## config.mk

```make
export PLATFORM = sky130hd
export DESIGN_NAME = booth_mult_seq_flat
export DESIGN_NICKNAME = d
export VERILOG_FILES = /design/src/rtl/booth_mult_seq_if.sv /design/src/rtl/booth_mult_seq.sv /design/src/flat_wrapper.sv
export SDC_FILE = /design/constraint.sdc
export NUM_CORES = 1
export LEC_CHECK = 0
export CAP_MARGIN = 20
export CORE_MARGIN = 2
export CORE_UTILIZATION = 47
export CTS_CLUSTER_DIAMETER = 80
export DETAILED_ROUTE_END_ITERATION = 7
export PLACE_DENSITY = 0.69
export RECOVER_POWER = 100
export SLEW_MARGIN = 20
export SYNTH_ARGS = -nofsm -noshare
export SYNTH_HDL_FRONTEND = slang
export SYNTH_SLANG_ARGS = --single-unit
```

## constraint.sdc

```tcl
create_clock -name clk -period 4.3 [get_ports clk]
set_input_delay 1.29 -clock clk [delete_from_list [all_inputs] [get_ports clk]]
set_output_delay 1.29 -clock clk [all_outputs]
set_load 0.03 [all_outputs]
```

## src/rtl/booth_mult_seq_if.sv

```systemverilog
// rtl/booth_mult_seq_if.sv - start/done handshake bundle for the sequential Booth multiplier
interface booth_mult_seq_if #(
  parameter int WIDTH = 8
);
  logic                 start;
  logic                 signed_mode;
  logic [WIDTH-1:0]     mcand;
  logic [WIDTH-1:0]     mplier;
  logic                 busy;
  logic                 done;
  logic [2*WIDTH-1:0]   product;

  modport master (
    output start, signed_mode, mcand, mplier,
    input  busy, done, product
  );

  modport slave (
    input  start, signed_mode, mcand, mplier,
    output busy, done, product
  );
endinterface

```

## src/rtl/booth_mult_seq.sv

```systemverilog
// rtl/booth_mult_seq.sv - sequential radix-4 Booth multiplier, one digit per clock
module booth_mult_seq #(
  parameter int WIDTH = 8
) (
  input logic           clk,
  input logic           rst,
  booth_mult_seq_if.slave bus
);
  // WIDTH/2 + 1 digits cover the WIDTH+2 bit extended multiplier, so the
  // same count gives an exact result for signed and unsigned operands.
  localparam int ITER = WIDTH / 2 + 1;
  localparam int CW   = $clog2(ITER + 1);
  localparam int AW   = WIDTH + 3;

  typedef enum logic [1:0] {IDLE, RUN, DONE} state_t;

  state_t               state_q, state_d;
  logic [AW-1:0]        acc_q, acc_d;
  logic [WIDTH+1:0]     q_q, q_d;
  logic                 q1_q, q1_d;
  logic [WIDTH:0]       m_q, m_d;
  logic [CW-1:0]        cnt_q, cnt_d;
  logic [2*WIDTH-1:0]   product_q, product_d;
  logic                 busy_q, busy_d;
  logic                 done_q, done_d;

  logic [AW-1:0]        m_ext;
  logic [AW-1:0]        addend;
  logic [AW-1:0]        sum;
  logic [AW-1:0]        acc_sh;
  logic [WIDTH+1:0]     q_sh;
  logic                 q1_sh;
  logic                 ext_a;
  logic                 ext_b;

  assign bus.busy    = busy_q;
  assign bus.done    = done_q;
  assign bus.product = product_q;

  // Booth digit selection, add, then 2-bit arithmetic shift of {ACC,Q,q_1}
  always_comb begin
    m_ext  = {{2{m_q[WIDTH]}}, m_q};
    addend = '0;
    case ({q_q[1:0], q1_q})
      3'b001, 3'b010: addend = m_ext;
      3'b011:         addend = m_ext << 1;
      3'b100:         addend = -(m_ext << 1);
      3'b101, 3'b110: addend = -m_ext;
      default:        addend = '0;
    endcase
    sum    = acc_q + addend;
    acc_sh = {{2{sum[AW-1]}}, sum[AW-1:2]};
    q_sh   = {sum[1:0], q_q[WIDTH+1:2]};
    q1_sh  = q_q[1];
  end

  // Next-state and register-load decisions; start is only honoured outside RUN
  always_comb begin
    state_d   = state_q;
    acc_d     = acc_q;
    q_d       = q_q;
    q1_d      = q1_q;
    m_d       = m_q;
    cnt_d     = cnt_q;
    product_d = product_q;
    ext_a     = bus.signed_mode & bus.mcand[WIDTH-1];
    ext_b     = bus.signed_mode & bus.mplier[WIDTH-1];
    case (state_q)
      RUN: begin
        acc_d = acc_sh;
        q_d   = q_sh;
        q1_d  = q1_sh;
        cnt_d = cnt_q + 1'b1;
        if (cnt_q == CW'(ITER - 1)) begin
          state_d   = DONE;
          product_d = {acc_sh[WIDTH-3:0], q_sh};
        end
      end
      default: begin
        if (bus.start) begin
          state_d = RUN;
          m_d     = {ext_a, bus.mcand};
          q_d     = {{2{ext_b}}, bus.mplier};
          q1_d    = 1'b0;
          acc_d   = '0;
          cnt_d   = '0;
        end else begin
          state_d = IDLE;
        end
      end
    endcase
    busy_d = (state_d == RUN);
    done_d = (state_d == DONE);
  end

  // All state, datapath and registered outputs; reset aborts any operation
  always_ff @(posedge clk or posedge rst) begin
    if (rst) begin
      state_q   <= IDLE;
      acc_q     <= '0;
      q_q       <= '0;
      q1_q      <= 1'b0;
      m_q       <= '0;
      cnt_q     <= '0;
      product_q <= '0;
      busy_q    <= 1'b0;
      done_q    <= 1'b0;
    end else begin
      state_q   <= state_d;
      acc_q     <= acc_d;
      q_q       <= q_d;
      q1_q      <= q1_d;
      m_q       <= m_d;
      cnt_q     <= cnt_d;
      product_q <= product_d;
      busy_q    <= busy_d;
      done_q    <= done_d;
    end
  end
endmodule
```

## src/flat_wrapper.sv

```systemverilog
// flat-port wrapper written by rule: the top's interface ports become plain ports
module booth_mult_seq_flat 
#(
  parameter int WIDTH = 8
)
  (clk, rst, bus_start, bus_signed_mode, bus_mcand, bus_mplier, bus_busy, bus_done, bus_product);
  booth_mult_seq_if #(.WIDTH(WIDTH)) bus_i ();
  input logic clk;
  input logic rst;
  input wire logic [$bits(bus_i.start)-1:0] bus_start;
  input wire logic [$bits(bus_i.signed_mode)-1:0] bus_signed_mode;
  input wire logic [$bits(bus_i.mcand)-1:0] bus_mcand;
  input wire logic [$bits(bus_i.mplier)-1:0] bus_mplier;
  output wire logic [$bits(bus_i.busy)-1:0] bus_busy;
  output wire logic [$bits(bus_i.done)-1:0] bus_done;
  output wire logic [$bits(bus_i.product)-1:0] bus_product;
  assign bus_i.start = bus_start;
  assign bus_i.signed_mode = bus_signed_mode;
  assign bus_i.mcand = bus_mcand;
  assign bus_i.mplier = bus_mplier;
  assign bus_busy = bus_i.busy;
  assign bus_done = bus_i.done;
  assign bus_product = bus_i.product;
  booth_mult_seq #(.WIDTH(WIDTH)) u_core (.clk(clk), .rst(rst), .bus(bus_i));
endmodule
```

==> run_results.csv <==
group,metric,value,unit
hold_path,hold_start,"u_core.bus.product[12]$_DFFE_PP0P_",
grt,grt_usage,19.1,%
clock_network,cts_sinks,52,
critical_path,cp_max_fo,9,
timing,finalHoldViolations,0,
clock_network,cts_root_buffer,"clkbuf_8",
hold_path,min_path_type,"reg -> reg",
hold_path,min_path_cells,2,
run,maxCapViolCount,0,
grt,grt-ovfl-total,0,
logic_synthesis,ys_seq_area_share,40.2,%
placed_design,pre_cts_slack,0.667,ns
detailed_routing,drtPass1Iterations,4,
clock_network,cts_max_path_buffers,2,
logic_synthesis,ys_seq_elements,52,
floorplan,dieWidth,86.9,µm
floorplan,rows,30,
logic_synthesis,synth_flop_cell,"dfrtp_1",
logic_synthesis,syn_area,0.00323,mm²
timing,rsz0062_at_grt,"false",
placed_design,dp_cells,464,
floorplan,coreArea,0.00672,mm²
timing,max_slew_margin,32.9,%
grt,antenna_found_initial,0,
logic_synthesis,netlist.area_leader.share,40.2,%
critical_path,cp.required,4.49,ns
detailed_routing,drcViolationCount,0,
finish,syn_to_final_growth,15.0,%
detailed_routing,drt-initial-drc-count,159,
floorplan,die_y,86.9,µm
timing,finalCritPeriodShare,86.7,%
detailed_routing,routed_wl,6.72,mm
timing,slew_viol_final,0,
critical_path,r2r_cells,13,
logic_synthesis,yosys.area.top_type,"dfrtp_1",
critical_path,r2r-end,"u_core.acc_q[9]$_DFFE_PP0P_",
critical_path,reg2reg_slack,0.57,ns
clock_network,clkTransAtPathRegs,0.10,ns
finish,final_area,0.00372,mm²
clock_network,post_cts_buffers,0,
timing,setup_ws,0.572,ns
clock_network,h-tree-depth,2,
placed_design,place_area,0.00364,mm²
timing,finalSetupViolations,0,
finish,antenna_cells,0,
timing,tightest_slew,1.01,ns
floorplan,ios,38,
placed_design,gp_congestion,0.875,
critical_path,cp.arrival,3.92,ns
timing,max_freq,0.268,GHz
clock_network,cts_resized,0,
grt,grt_max_degree,36,
grt,grt_pass1_vias,2560,
finish,fillers,630,
critical_path,max_stage_delay,0.51,ns
clock_network,insertion_delay,0.31,ns
detailed_routing,wire_per_inst,14.2,µm
logic_synthesis,synthTopCellsByArea,"dfrtp_1 40%, nand2_1 8.5%, o21ai_0 5.1%",
logic_synthesis,syn_avg_cell_area,8.86,µm²
clock_network,cts_made_buffers,5,
finish,nets,425,
finish,drive_gt1_share,6.89,%
critical_path,slowest_stage,"dfrtp_1",
placed_design,port_buffers,37,
critical_path,endpoint_kind,"register",
critical_path,worstReg2RegStart,"u_core.m_q[2]$_DFFE_PP0P_",
placed_design,dp_hpwl,5.06,mm
floorplan,die_area,0.00756,mm²
timing,setup_tns,0,ns
critical_path,path_common_cell,"nor3_1",
grt,grt_pass1_wl,11.6,mm
floorplan,initial_core_util,48.1,%
logic_synthesis,synth_cells,365,
timing,fin_crit,3.73,ns
critical_path,path_cells,"nor3_1, nand2_1, nor3_1, xnor2_1, o21ai_0, mux4_2, ha_1, o21a_1, a2111oi_0, a211oi_1, nor3b_1, mux2i_1, o211ai_1",
logic_synthesis,synth_fp_nets,399,
detailed_routing,antenna_left,0,
critical_path,start_kind,"register",
detailed_routing,vias,2660,
detailed_routing,via_per_inst,5.64,
logic_synthesis,synth-edff-count,0,
finish,instances_no_fill,472,
hold_path,hold_path_end,"u_core.bus.product[12]$_DFFE_PP0P_",
clock_network,cts-hold-fix-buffers,0,
critical_path,worstSetupPathType,"reg -> reg",
logic_synthesis,synth.distinct_cells,51,
status,status,"finished, final reports clean",
timing,skew,0.00472,ns
logic_synthesis,async_flop_share,100,%
clock_network,cts_tree,"done",
logic_synthesis,ys_warn_count,0,
cells by family (layout without fill, tap and decap cells):
family / after synthesis / after routing / synth area share [%]
buffers and inverters: 39 / 66 / 5.11
AOI/OAI and AO/OA: 84 / 84 / 16.5
adders and majority gates: 14 / 14 / 5.65
muxes: 24 / 24 / 8.55
DFF: 52 / 52 / 40.2
xor gates and xnor gates: 15 / 15 / 4.06
and+or+nand+nor: 137 / 137 / 19.9
sequential cells by signal, summed over array words and instances (netlist names):
register and cells:
u_core.bus.product 16, u_core.q_q 10, u_core.q1_q 1, u_core.bus.busy 1
u_core.bus.done 1, u_core.state_q 2, u_core.cnt_q 3, u_core.acc_q 9
u_core.m_q 9
worst max-delay path by stage:
stage / from / end / slack, ns / cells past startpoint
global route: u_core.m_q[2]$_DFFE_PP0P_ / u_core.acc_q[9]$_DFFE_PP0P_ / 0.26 / 13
detailed placement: u_core.m_q[2]$_DFFE_PP0P_ / u_core.acc_q[9]$_DFFE_PP0P_ / 0.67 / 13
finish: u_core.m_q[2]$_DFFE_PP0P_ / u_core.acc_q[9]$_DFFE_PP0P_ / 0.57 / 13
floorplan: u_core.m_q[0]$_DFFE_PP0P_ / u_core.acc_q[9]$_DFFE_PP0P_ / 1.06 / 15
CTS: u_core.m_q[2]$_DFFE_PP0P_ / u_core.acc_q[9]$_DFFE_PP0P_ / 0.60 / 13
global placement: u_core.m_q[2]$_DFFE_PP0P_ / u_core.acc_q[9]$_DFFE_PP0P_ / 0.84 / 13
synth_stat cells (3+ instances only):
master    number
nor2b_1        6
a31oi_1        4
nand2b_1       4
a211o_1        3
o21a_1         3
a211oi_1       4
mux2_2         9
nor3b_1        4
a21oi_1       11
dfrtp_1       52
a21o_1         3
buf_2          5
clkbuf_1      13
inv_1         16
o31ai_1        4
xnor2_1       10
o21ai_0       33
o211ai_1       5
mux2i_1       13
nand2_1       73
xor2_1         5
nand3b_1       5
nand3_1        5
ha_1          13
nor2_1        17
nor3_1        13
cell type report:
| class | count | area (µm²) | area share, % |
|---|---|---|---|
| well taps | 80 | 100 | 2.69 |
| clock inverters | 3 | 21.3 | 0.572 |
| repair buffers | 42 | 398 | 10.7 |
| inverters | 16 | 60.1 | 1.62 |
| clock buffers | 5 | 68.8 | 1.85 |
| flip-flops and latches | 52 | 1300 | 35.0 |
| multi-input cells | 274 | 1770 | 47.6 |
placed cells by master (no fill, tap or decap), types with 3 or more instances in the layout:
| cell | instances |
|---|---|
| nor3b_1 | 4 |
| xnor2_1 | 10 |
| nand3_1 | 5 |
| a211oi_1 | 4 |
| nand2b_1 | 4 |
| o21ai_0 | 34 |
| ha_1 | 13 |
| inv_1 | 16 |
| o211ai_1 | 5 |
| a211o_1 | 3 |
| dfrtp_1 | 52 |
| a21o_1 | 3 |
| nand3b_1 | 5 |
| mux2i_1 | 13 |
| o31ai_1 | 4 |
| nor3_1 | 13 |
| nor2b_1 | 5 |
| a21oi_1 | 11 |
| mux2_2 | 9 |
| nor2_1 | 17 |
| clkbuf_8 | 5 |
| nand2_1 | 73 |
| a31oi_1 | 4 |
| xor2_1 | 5 |
| clkdlybuf4s50_1 | 17 |
| dlygate4sd3_1 | 20 |
| o21a_1 | 3 |
metrics by stage:
step	util, %	hold slack (ns)
after global routing	55.3	0.504
after global placement	54.2	0.460
after CTS	55.5	0.488
final	55.3	0.476
after detailed placement	54.2	0.462
after floorplan	-	0.450
critical path: cells and delay by family, from the launching register on:
family | cells | cell delay, ns
AO/OA/AOI/OAI | 5 | 1.06
AND/OR/NAND/NOR | 4 | 0.83
multiplexers | 2 | 0.64
flip-flops | 1 | 0.51
adder cells (fa/ha/maj) | 1 | 0.39
XOR/XNOR | 1 | 0.20
routing by layer:
metal / GRT usage (%) / vias to the layer above / wire, µm
li1: - / 1330 / -
met1: 25.5 / 1268 / 3190
met2: 32.3 / 55 / 3210
met3: 2.37 / 7 / 251
met4: 5.82 / 0 / 65
met5: 0 / - / 0
Power is not shown: default switching activity piles up to over one toggle a cycle in this logic, so the estimate is an artifact.
